==> src/rtl/irq_ctrl_bamse.sv <==
// Edge-capturing interrupt controller for Pacoblaze: pending/mask registers, one IRQ line, ack/EOI handshake.
// Optional feature macro IRQ_TIMEOUT_EN: an unacknowledged ASSERT gives up after TIMEOUT_CYCLES and re-arbitrates.
module irq_ctrl_bamse #(
   parameter int         N_SRC          = 4,
   parameter logic [7:0] MASK_ADDR      = 8'h20,
   parameter logic [7:0] PEND_ADDR      = 8'h21,
   parameter logic [7:0] VEC_ADDR       = 8'h22,
   parameter int         TIMEOUT_CYCLES = 255
) (
   input  logic             clk,
   input  logic             rst,
   input  logic [N_SRC-1:0] src_irq,
   input  logic [7:0]       port_id,
   input  logic [7:0]       port_in,
   output logic [7:0]       port_out,
   input  logic             wen,
   input  logic             ren,
   output logic             interrupt,
   input  logic             interrupt_ack
);

   typedef enum logic [1:0] {S_IDLE, S_ASSERT, S_SERVICE} state_t;

   state_t           r_state;
   state_t           w_state_nxt;
   logic [N_SRC-1:0] r_src_q;
   logic [N_SRC-1:0] r_pend;
   logic [N_SRC-1:0] r_mask;
   logic [2:0]       r_vec;

   logic [N_SRC-1:0] w_set;
   logic [N_SRC-1:0] w_clr;
   logic [N_SRC-1:0] w_act;
   logic [N_SRC-1:0] w_onehot;
   logic [2:0]       w_idx;
   logic             w_req;
   logic             w_wr_mask;
   logic             w_wr_pend;
   logic             w_wr_vec;
   logic             w_ack_take;
   logic             w_eoi;
   logic             w_tmo_hit;
   logic             w_tmo_flag;
   logic [7:0]       w_mask8;
   logic [7:0]       w_pend8;
   logic             w_unused;

   assign w_wr_mask = wen && (port_id == MASK_ADDR);
   assign w_wr_pend = wen && (port_id == PEND_ADDR);
   assign w_wr_vec  = wen && (port_id == VEC_ADDR);
   assign w_eoi     = w_wr_vec && (r_state == S_SERVICE);

   assign w_set = src_irq & ~r_src_q;
   assign w_act = r_pend & r_mask;
   assign w_req = |w_act;

   // Scan from the top so the lowest active index is the last one written.
   always_comb begin
      w_idx = 3'd0;
      for (int i = N_SRC - 1; i >= 0; i--) begin
         if (w_act[i]) w_idx = 3'(i);
      end
   end

   assign w_onehot = N_SRC'(1) << w_idx;

   // A new edge on a bit beats any clear of that bit in the same cycle.
   assign w_clr = (w_wr_pend  ? port_in[N_SRC-1:0] : '0)
                | (w_ack_take ? w_onehot           : '0);

   always_ff @(posedge clk) begin
      if (!rst) begin
         r_src_q <= '0;
         r_pend  <= '0;
         r_mask  <= '0;
         r_vec   <= 3'd0;
      end else begin
         r_src_q <= src_irq;
         r_pend  <= (r_pend & ~w_clr) | w_set;
         if (w_wr_mask) r_mask <= port_in[N_SRC-1:0];
         if (w_ack_take) r_vec <= w_idx;
      end
   end

`ifdef IRQ_TIMEOUT_EN
   localparam int CNT_W = (TIMEOUT_CYCLES < 256) ? 8 : 16;

   logic [CNT_W-1:0] r_cnt;
   logic             r_tmo_flag;

   assign w_tmo_hit  = (r_state == S_ASSERT) && (r_cnt == CNT_W'(TIMEOUT_CYCLES - 1));
   assign w_tmo_flag = r_tmo_flag;
   assign w_unused   = ^{ren, port_in};

   always_ff @(posedge clk) begin
      if (!rst) begin
         r_cnt      <= '0;
         r_tmo_flag <= 1'b0;
      end else begin
         r_cnt <= (r_state == S_ASSERT) ? r_cnt + 1'b1 : '0;
         if (w_tmo_hit && !interrupt_ack) r_tmo_flag <= 1'b1;
         else if (w_eoi)                  r_tmo_flag <= 1'b0;
      end
   end
`else
   assign w_tmo_hit  = 1'b0;
   assign w_tmo_flag = 1'b0;
   assign w_unused   = ^{ren, port_in, 32'(TIMEOUT_CYCLES)};
`endif

   always_ff @(posedge clk) begin
      if (!rst) r_state <= S_IDLE;
      else      r_state <= w_state_nxt;
   end

   always_comb begin
      w_state_nxt = r_state;
      w_ack_take  = 1'b0;
      case (r_state)
         S_IDLE: begin
            if (w_req) w_state_nxt = S_ASSERT;
         end
         S_ASSERT: begin
            if (interrupt_ack) begin
               // Software may have cleared or masked the request before the ack landed.
               if (w_req) begin
                  w_ack_take  = 1'b1;
                  w_state_nxt = S_SERVICE;
               end else begin
                  w_state_nxt = S_IDLE;
               end
            end else if (w_tmo_hit) begin
               w_state_nxt = S_IDLE;
            end
         end
         S_SERVICE: begin
            if (w_eoi) w_state_nxt = S_IDLE;
         end
         default: w_state_nxt = S_IDLE;
      endcase
   end

   assign interrupt = (r_state == S_ASSERT);

   // Bus is wired-OR across peripherals, so unaddressed reads must return zero.
   always_comb begin
      w_mask8 = 8'h00;
      w_pend8 = 8'h00;
      w_mask8[N_SRC-1:0] = r_mask;
      w_pend8[N_SRC-1:0] = r_pend;
      if (port_id == MASK_ADDR)      port_out = w_mask8;
      else if (port_id == PEND_ADDR) port_out = w_pend8;
      else if (port_id == VEC_ADDR)  port_out = {(r_state == S_SERVICE), w_tmo_flag, 3'b000, r_vec};
      else                           port_out = 8'h00;
   end

endmodule

==> config.mk <==
export PLATFORM = sky130hd
export DESIGN_NAME = irq_ctrl_bamse
export DESIGN_NICKNAME = d
export VERILOG_FILES = /design/src/rtl/irq_ctrl_bamse.sv
export SDC_FILE = /design/constraint.sdc
export NUM_CORES = 1
export LEC_CHECK = 0
export ABC_AREA = 1
export CAP_MARGIN = 10
export CORE_UTILIZATION = 25
export CTS_CLUSTER_DIAMETER = 200
export DETAILED_ROUTE_END_ITERATION = 10
export PLACE_DENSITY_LB_ADDON = 0.08
export SETUP_SLACK_MARGIN = 0.5
export SYNTH_ARGS = -nofsm -noshare
export SYNTH_HDL_FRONTEND = slang
export SYNTH_SLANG_ARGS = --single-unit
==> constraint.sdc <==
create_clock -name clk -period 1.1 [get_ports clk]
set_clock_uncertainty 0.05 [all_clocks]
set_input_delay 0.22 -clock clk [delete_from_list [all_inputs] [get_ports clk]]
set_output_delay 0.22 -clock clk [all_outputs]
set_load 0.02 [all_outputs]
==> impl_metrics.json, run 1 <==
{
  "status": "complete, but fails checks",
  "violations": "setup timing",
  "dpl.cell_count": 246,
  "cts_max_level": 1,
  "min_period_over_period": 1.21,
  "pwr-share-clk": 0.375,
  "internal_power_mw": 1.09,
  "cts_buffer_depth": 2,
  "core-area_um2": 3440,
  "diodes": 0,
  "ys_warn_count": 0,
  "io_buffers": 25,
  "drive_gt1_frac": 0.572,
  "criticalPathCategory": "primary input to primary output",
  "r2r_setup_slack_ps": -140,
  "pwr_density_cell_nw_per_um2": 759,
  "crit_buf_inv": 3,
  "ys_types": 17,
  "cp-start-kind": "primary input",
  "cts-root-buf": "clkbuf_8",
  "die_y_um": 62.9,
  "synth_top_cell_area_share": 0.345,
  "p_sw_mw": 0.393,
  "cp.required_ps": 830,
  "cap_violations": 0,
  "wl_um": 3020,
  "r2r_cells": 9,
  "worstPathArrival_ps": 1060,
  "area_delta_synth_final_pct": 110,
  "r2r_end": "r_vec[0]",
  "peakVddDrop_mv": 0.506,
  "crit_end": "port_out[0]",
  "grt.overflow.total": 0,
  "placed_cell_area_um2": 1530,
  "syn-instance-count": 152,
  "tritoncts": "done",
  "slew_viol_final": 0,
  "vias_per_cell": 4.28,
  "fin_tns_setup_ps": -2220,
  "synth_area_leaders": "dfxtp_1 35%, nand2_1 20%, inv_1 11%, nand3_1 8.1%, nor2_1 7.3%",
  "initial_core_util": 0.269,
  "synth_seq_cells": 16,
  "finalSetupViolCount": 18,
  "synth_common_cells": "49 x nand2_1, 27 x inv_1, 18 x nor2_1, 16 x dfxtp_1, 15 x nand3_1",
  "grt_max_degree": 10,
  "dpl.hpwl_um": 2060,
  "power_switching_share": 0.265,
  "critPathTopFamily": "simple AND/OR/NAND/NOR gates",
  "synth_top_cell_by_area": "dfxtp_1",
  "critPathCaptureType": "primary output",
  "cts.clk_slew.worst_paths_ps": 70,
  "fin_cells": 268,
  "power_mw": 1.48,
  "clk_latency_ps": 260,
  "drtPass1Iterations": 4,
  "crit_cells": 7,
  "hp-class": "primary input to flop",
  "ys_seq_area_frac": 0.345,
  "worst_path_largest_cell_delay_ps": 190,
  "crit_slowest_cell": "nor2_4",
  "grt_pass1_wl_um": 5290,
  "avgSynthCellArea_um2": 6.10,
  "hp-start": "src_irq[0]",
  "antenna_found_initial": 0,
  "fin_area_um2": 1950,
  "dieWidth_um": 62.9,
  "ioPinCount": 34,
  "fin_nets": 248,
  "rows": 21,
  "cp_max_fo": 7,
  "via_count": 1148,
  "synth_top_flop_cell": "dfxtp_1",
  "clock_sinks": 16,
  "timing.fmax_mhz": 751,
  "grt_usage": 0.175,
  "p_comb_frac": 0.206,
  "reg2reg_from": "r_pend[0]",
  "wl_per_cell_um": 11.3,
  "cp-startpoint": "port_id[7]",
  "drc": 0,
  "seqPwrFrac": 0.419,
  "grt_pass1_vias": 1191,
  "synth_edf_count": 0,
  "period_minus_slack_ps": 1330,
  "drt_iter0_markers": 44,
  "die_area_um2": 3960,
  "yosysMostFrequentCell": "nand2_1",
  "layout_setup_ws_ps": -232,
  "async_flop_share": 0,
  "final_util": 0.567,
  "p_leak_nw": 0.991,
  "grt_setup_unrepaired": "true",
  "cp_cell_sequence": "buf_6, inv_12, nand2_4, nor2_4, nand2_2, o211ai_1, buf_4",
  "finalHoldViolCount": 0,
  "numCtsBuffers": 3,
  "place.gp.congestion": 0.810,
  "drtAntennaViolNets": 0,
  "netlist_area_um2": 927
}
## timing repair
| item | CTS | global route |
|---|---|---|
| pin swaps | 28 | 16 |
| setup endpoints to repair | 22 | 21 |
| gates cloned | 0 | 0 |
| hold buffers | 0 | 0 |
| buffers inserted | 14 | 4 |
| resized for setup | 134 | 14 |
## worst reg2reg max path: stages, from the launching register on
cell	delay [ps]
dfxtp_2	350
buf_6	110
nand2_4	60
nand2_4	100
nor2_4	60
buf_6	110
nor3_4	120
nand2_1	70
nand2_1	90
nor2_1	40
## area by class of cell
class                   instances  area (um2)
inverters                      27         146
multi-input cells             107         727
well taps                      46        57.6
fillers                       335        1490
flip-flops and latches         16         332
repair buffers                 68         633
clock buffers                   4        55.1
## power by group through the flow
stage	Sequential [mW]	Clock [mW]	Combinational [mW]
after detailed placement	0.629	0	0.240
after CTS	0.621	0.576	0.292
after floorplan	0.628	0	0.103
after global routing	0.623	0.591	0.332
final	0.621	0.555	0.305
after global placement	0.629	0	0.237
## state kept, by name (all words and copies together), names as in the netlist
register / count
r_mask: 4
r_pend: 4
r_src_q: 4
r_state: 2
r_vec: 2
## metrics by stage
step	setup slack, ps	hold slack [ps]
floorplan	-140	274
detailed placement	-1230	410
CTS	-252	189
global placement	-1180	403
global route	-309	156
finish	-232	110
## worst min path at each step
stage	end	slack, ps	cells past startpoint
after CTS	r_src_q[0]	190	3
after detailed placement	r_pend[0]	410	2
after global routing	r_src_q[0]	160	3
final	r_src_q[0]	110	3
after floorplan	r_src_q[0]	270	2
after global placement	r_pend[1]	400	2
## per-layer routing
metal  up-vias  wire length (um)  GRT usage
met1       522              1320      0.196
met2        27              1510      0.308
met5         -                 0          0
li1        594                 -          -
met3         5               124     0.0365
met4         0                65     0.0872
## layout by cell type (no fill, tap or decap), types with 2 or more instances in the layout
cell	synthesis	final
nand2_2	2	9
clkdlybuf4s50_1	0	6
nor2_4	1	5
nor3_4	0	3
nand2_4	0	11
nand2_1	49	31
nand3_1	15	7
inv_12	0	2
dfxtp_1	16	7
nand3_2	0	7
dfxtp_2	0	9
o211ai_1	2	2
inv_1	27	19
nor2_1	18	15
conb_1	1	3
clkdlybuf4s15_1	0	2
buf_8	0	2
buf_4	3	30
a21oi_2	0	3
buf_2	1	2
inv_4	0	3
or2_2	4	4
clkbuf_8	0	4
buf_6	0	23
## cells by family (layout without fill, tap and decap cells)
family	Yosys count	count (layout)	share of synthesized area
flops	16	16	0.345
other cells	1	3	0.00404
compound gates	8	8	0.0513
simple gates	96	96	0.460
buf+inv	31	99	0.139
Note: power is estimated with default switching activity, not from simulation.
==> run 2, diff against run 1 <==
- SKIP_LAST_GASP: unset -> 1
==> impl_metrics.json, run 2 (synthesis results as in run 1) <==
{
  "vias_per_cell": 4.38,
  "drtAntennaViolNets": 0,
  "p_leak_nw": 0.988,
  "wl_um": 3050,
  "r2r_cells": 9,
  "place.gp.congestion": 0.810,
  "grt_max_degree": 10,
  "placed_cell_area_um2": 1530,
  "final_util": 0.565,
  "cts_max_level": 1,
  "grt_usage": 0.171,
  "cap_violations": 0,
  "fin_area_um2": 1940,
  "multiInputGateArea_um2": 724,
  "layout_common_cells": "31 x nand2_1, 31 x buf_4, 22 x buf_6",
  "timing.fmax_mhz": 750,
  "ioPinCount": 34,
  "seq_area_um2": 332,
  "grt-busiest-layer": "met2",
  "fin_tns_setup_ps": -2280,
  "dpl.hpwl_um": 2060,
  "drive_gt1_frac": 0.572,
  "reg_top3": "r_mask: 4 flops, r_pend: 4 flops, r_src_q: 4 flops",
  "grt.overflow.total": 0,
  "grt_pass1_vias": 1195,
  "grtUsageMet1": 0.189,
  "rows": 21,
  "numCtsBuffers": 3,
  "hp-class": "primary input to flop",
  "peakVddDrop_mv": 0.629,
  "r2r_end": "r_vec[0]",
  "via_count": 1173,
  "initial_core_util": 0.269,
  "worstPathArrival_ps": 1060,
  "status": "complete, but fails checks",
  "finalSetupViolCount": 17,
  "io_buffers": 25,
  "grt_setup_unrepaired": "true",
  "min_period_over_period": 1.21,
  "cts-root-buf": "clkbuf_8",
  "violations": "setup timing",
  "slew_viol_final": 0,
  "drc": 0,
  "clock_sinks": 16,
  "met3_usage": 0.0365,
  "diodes": 0,
  "drt_iter0_markers": 51,
  "area_delta_synth_final_pct": 110,
  "hold_path_depth": 3,
  "cts.clk_slew.worst_paths_ps": 70,
  "nFillCells": 337,
  "reg2reg_from": "r_pend[0]",
  "cts.hold.buffers_added": 0,
  "cp-start-kind": "primary input",
  "drtPass1Iterations": 5,
  "cp_max_fo": 7,
  "pwr_density_cell_nw_per_um2": 765,
  "wl_per_cell_um": 11.4,
  "clk_latency_ps": 270,
  "core-area_um2": 3440,
  "r2r_setup_slack_ps": -140,
  "period_minus_slack_ps": 1330,
  "dieWidth_um": 62.9,
  "use_met2": 0.304,
  "finalHoldViolCount": 0,
  "crit_end": "port_out[0]",
  "critPathCaptureType": "primary output",
  "cp.required_ps": 830,
  "antenna_found_initial": 0,
  "criticalPathCategory": "primary input to primary output",
  "grt_pass1_wl_um": 5180,
  "die_y_um": 62.9,
  "fin_nets": 248,
  "tritoncts": "done",
  "cts_buffer_depth": 2,
  "die_area_um2": 3960,
  "layout_setup_ws_ps": -233,
  "cp-startpoint": "port_id[6]"
}
==> run 2: per-stage QoR <==
step | std cells | power (mW) | setup slack (ps) | hold WS (ps)
after floorplan | 154 | 0.731 | -140 | 274
after global placement | 246 | 0.866 | -1180 | 403
after detailed placement | 246 | 0.869 | -1230 | 410
after CTS | 264 | 1.48 | -252 | 189
after global routing | 268 | 1.54 | -309 | 156
final | 268 | 1.49 | -233 | 107
==> run 2: layer usage <==
layer / vias to the layer above / wire [um]
met2: 33 / 1550
met4: 0 / 65
met5: - / 0
met3: 5 / 123
li1: 593 / -
met1: 542 / 1310
==> run 2: final cells by class <==
cell class | count | share of cell area
Inverter | 27 | 0.0753
Tap cell | 46 | 0.0296
Clock buffer | 4 | 0.0283
Timing Repair Buffer | 68 | 0.324
Multi-Input combinational cell | 107 | 0.373
Sequential cell | 16 | 0.171
==> run 2: what timing repair did <==
action | 4_1_cts | 5_1_grt
setup endpoints to repair | 22 | 21
resized for setup | 126 | 22
pin swaps | 28 | 15
setup buffers | 14 | 4
==> run 2: power breakdown <==
part / total (mW) / leakage [nW] / switching [mW] / internal (mW)
clock network: 0.562 / 0.0288 / 0.242 / 0.319
registers: 0.622 / 0.135 / 0.0179 / 0.604
logic: 0.303 / 0.825 / 0.140 / 0.163
total: 1.49 / 0.988 / 0.400 / 1.09
==> run 2: worst max-delay path, stage by stage <==
cell and delay, ps:
buf_4 120, clkinv_4 40, nand2_4 50, nor2_4 190
nand2_2 100, o211ai_1 170, buf_4 170
==> run 2: worst min-delay path by stage <==
| stage | start | to |
|---|---|---|
| finish | src_irq[0] | r_src_q[0] |
| global route | src_irq[0] | r_src_q[0] |
| CTS | rst | r_src_q[0] |
| detailed placement | r_src_q[0] | r_pend[0] |
| global placement | r_src_q[1] | r_pend[1] |
| floorplan | src_irq[0] | r_src_q[0] |
==> run 3, diff against run 2 <==
- CTS_BUF_LIST: unset -> sky130_fd_sc_hd__clkbuf_8 sky130_fd_sc_hd__clkbuf_16
==> results of run 3 <==
Final layout, timing and power as in run 2 (identical DEF).
==> edit (flow settings as in run 1) <==
Add an input register stage for `src_irq`, cleared by the reset; this delays it by one clock. The other inputs are not delayed to match.
--- a/src/rtl/irq_ctrl_bamse.sv
+++ b/src/rtl/irq_ctrl_bamse.sv
@@ -21,4 +21,14 @@
 
    typedef enum logic [1:0] {S_IDLE, S_ASSERT, S_SERVICE} state_t;
+
+   logic [N_SRC-1:0] src_irq_q;
+
+   always_ff @(posedge clk) begin
+      if (!rst) begin
+         src_irq_q <= '0;
+      end else begin
+         src_irq_q <= src_irq;
+      end
+   end
 
    state_t           r_state;
@@ -51,5 +61,5 @@
    assign w_eoi     = w_wr_vec && (r_state == S_SERVICE);
 
-   assign w_set = src_irq & ~r_src_q;
+   assign w_set = src_irq_q & ~r_src_q;
    assign w_act = r_pend & r_mask;
    assign w_req = |w_act;
@@ -76,5 +86,5 @@
          r_vec   <= 3'd0;
       end else begin
-         r_src_q <= src_irq;
+         r_src_q <= src_irq_q;
          r_pend  <= (r_pend & ~w_clr) | w_set;
          if (w_wr_mask) r_mask <= port_in[N_SRC-1:0];
Formal check against the unedited RTL: not equivalent (a bounded check fails within 4 cycles, from zero or initial values and one cycle with rst low).
==> edit against run 1 <==
The run still ends with setup timing left. Power is 21% higher. Synthesized area increased by 19%. Global-route usage is 2.8 points lower. Register-to-register slack improved by 30 ps. Routed wire length decreased by 0.86%. Setup slack worse by 44 ps. Sequential cell count up 4. Via count up 2.4%. Cell area rose by 7.8%.
==> edit: results (changes against run 1) <==
min_to: "src_irq_q[2]"
slowest_delay_ps: 210  # +20 ps
vdd_ir_drop_max_mv: 0.602  # +19%
antenna_left: 0  # unchanged
final_nets: 256  # +3.2%
hold-worst-slack_ps: 99.0  # -11.2 ps
wl_met3_um: 104  # -16%
n_fill_cell: 408  # +22%
min_from: "src_irq[2]"
synthArstFlopShare: 0  # unchanged
tns_ps: -2710  # -484 ps
cp_slowest_cell: "nor3_4"
hpwl_mm: 2.20  # +6.8%
layout-drive-gt1-share: 0.548  # -0.0242
hold_path_depth: 3  # unchanged
setup_viol: 18  # unchanged
worstReg2RegEnd: "r_vec[1]"
yosys-top-cells-count: "nand2_1, inv_1, dfxtp_1, nor2_1, nand3_1"
leakage_nw: 1.14  # +15%
gp_congestion: 0.783  # -3.3%
r2r_start: "r_pend[3]"
grt_use_total: 0.147  # -0.0282
hold_path_class: "in -> reg"
reg2regPathDepth: 9  # unchanged
firstDrtPassIters: 3  # -1
ff2ff_setup_slack_ps: -110  # +30 ps
dr_wl_met2_mm: 1.61  # +6.7%
fin_ws_ps: -276  # -44.3 ps
violations: "setup timing"
arrival_ps: 1110  # +50 ps
use_met3: 0.0367  # +0.000170
wl_met1_mm: 1.26  # -4.5%
path_max_fanout: 3  # -4
insertion_delay_ps: 260  # about the same
synth_cell_types: 26  # +9
synth_flop_cell: "dfxtp_1"
outcome: "finished, violations left"
crit_path_start: "port_id[3]"
yosysSeqAreaShare: 0.362  # +0.0169
synth_area_leaders: "dfxtp_1, nand2_1, inv_1, nor2_1, nand3_1"
grt_first_pass_wirelength_mm: 4.95  # -6.5%
via_count: 1176  # +2.4%
crit_path_start_kind: "input port"
drt_iter0_markers: 20  # -55%
met1_usage: 0.154  # -0.0423
wl_mm: 2.99  # -0.86%
crit_end: "port_out[0]"
met2_usage: 0.279  # -0.0284
grt_max_degree: 13  # +3
path_delay_family: "simple AND/OR/NAND/NOR gates"
-- edit: cell types whose count changed after synthesis, sizes merged, moves of 3 or more --
cell    before  now
nand2       51   48
nand3       15   11
a21oi        5    2
inv         27   31
dfxtp       16   20
nand3b       0    3
nor2        21   25
-- edit: logic make-up after synthesis --
group                  share of synthesized area
and+or+nand+nor                            0.439
buffers and inverters                      0.137
DFF                                        0.362
AOI/OAI and AO/OA                         0.0578
other                                    0.00339
-- edit: repair_timing --
action,4_1_cts,5_1_grt
gates resized for setup,117,13
setup endpoints to repair,26,25
hold buffers,0,0
pin swaps,28,16
setup buffers,9,5
endpoints found under the hold margin,0,0
-- edit: worst reg2reg max path, cell delays in order, from the launching register on --
cell and delay (ps):
dfxtp_2 340, buf_6 120, nand2_4 80, nand2_4 50
nor2_4 170, nor2_8 70, nand2_4 90, nand2_2 50
nand2_2 60, nor2_2 30
-- edit: metrics by stage --
stage | setup slack, ps | instances | area, um^2
finish | -276 | 280 | 2100
global route | -349 | 280 | 2100
CTS | -305 | 275 | 2030
detailed placement | -1290 | 262 | 1750
global placement | -1250 | 262 | 1750
floorplan | -155 | 163 | 1250
-- edit: cell type report --
cell class	count	area, um^2	share of cell area
flip-flops and latches	20	414	0.197
inverters	31	161	0.0767
repair buffers	68	664	0.316
clock buffers	3	41.3	0.0196
well taps	50	62.6	0.0297
multi-input cells	107	729	0.347
clock inverters	1	30.0	0.0143
-- edit: report_power, final --
group          total (W)  switching (W)  internal (W)  leakage, nW
clock           0.000745       0.000259      0.000486       0.0357
combinational   0.000276       0.000121      0.000155        0.940
sequential      0.000765      0.0000158      0.000749        0.168
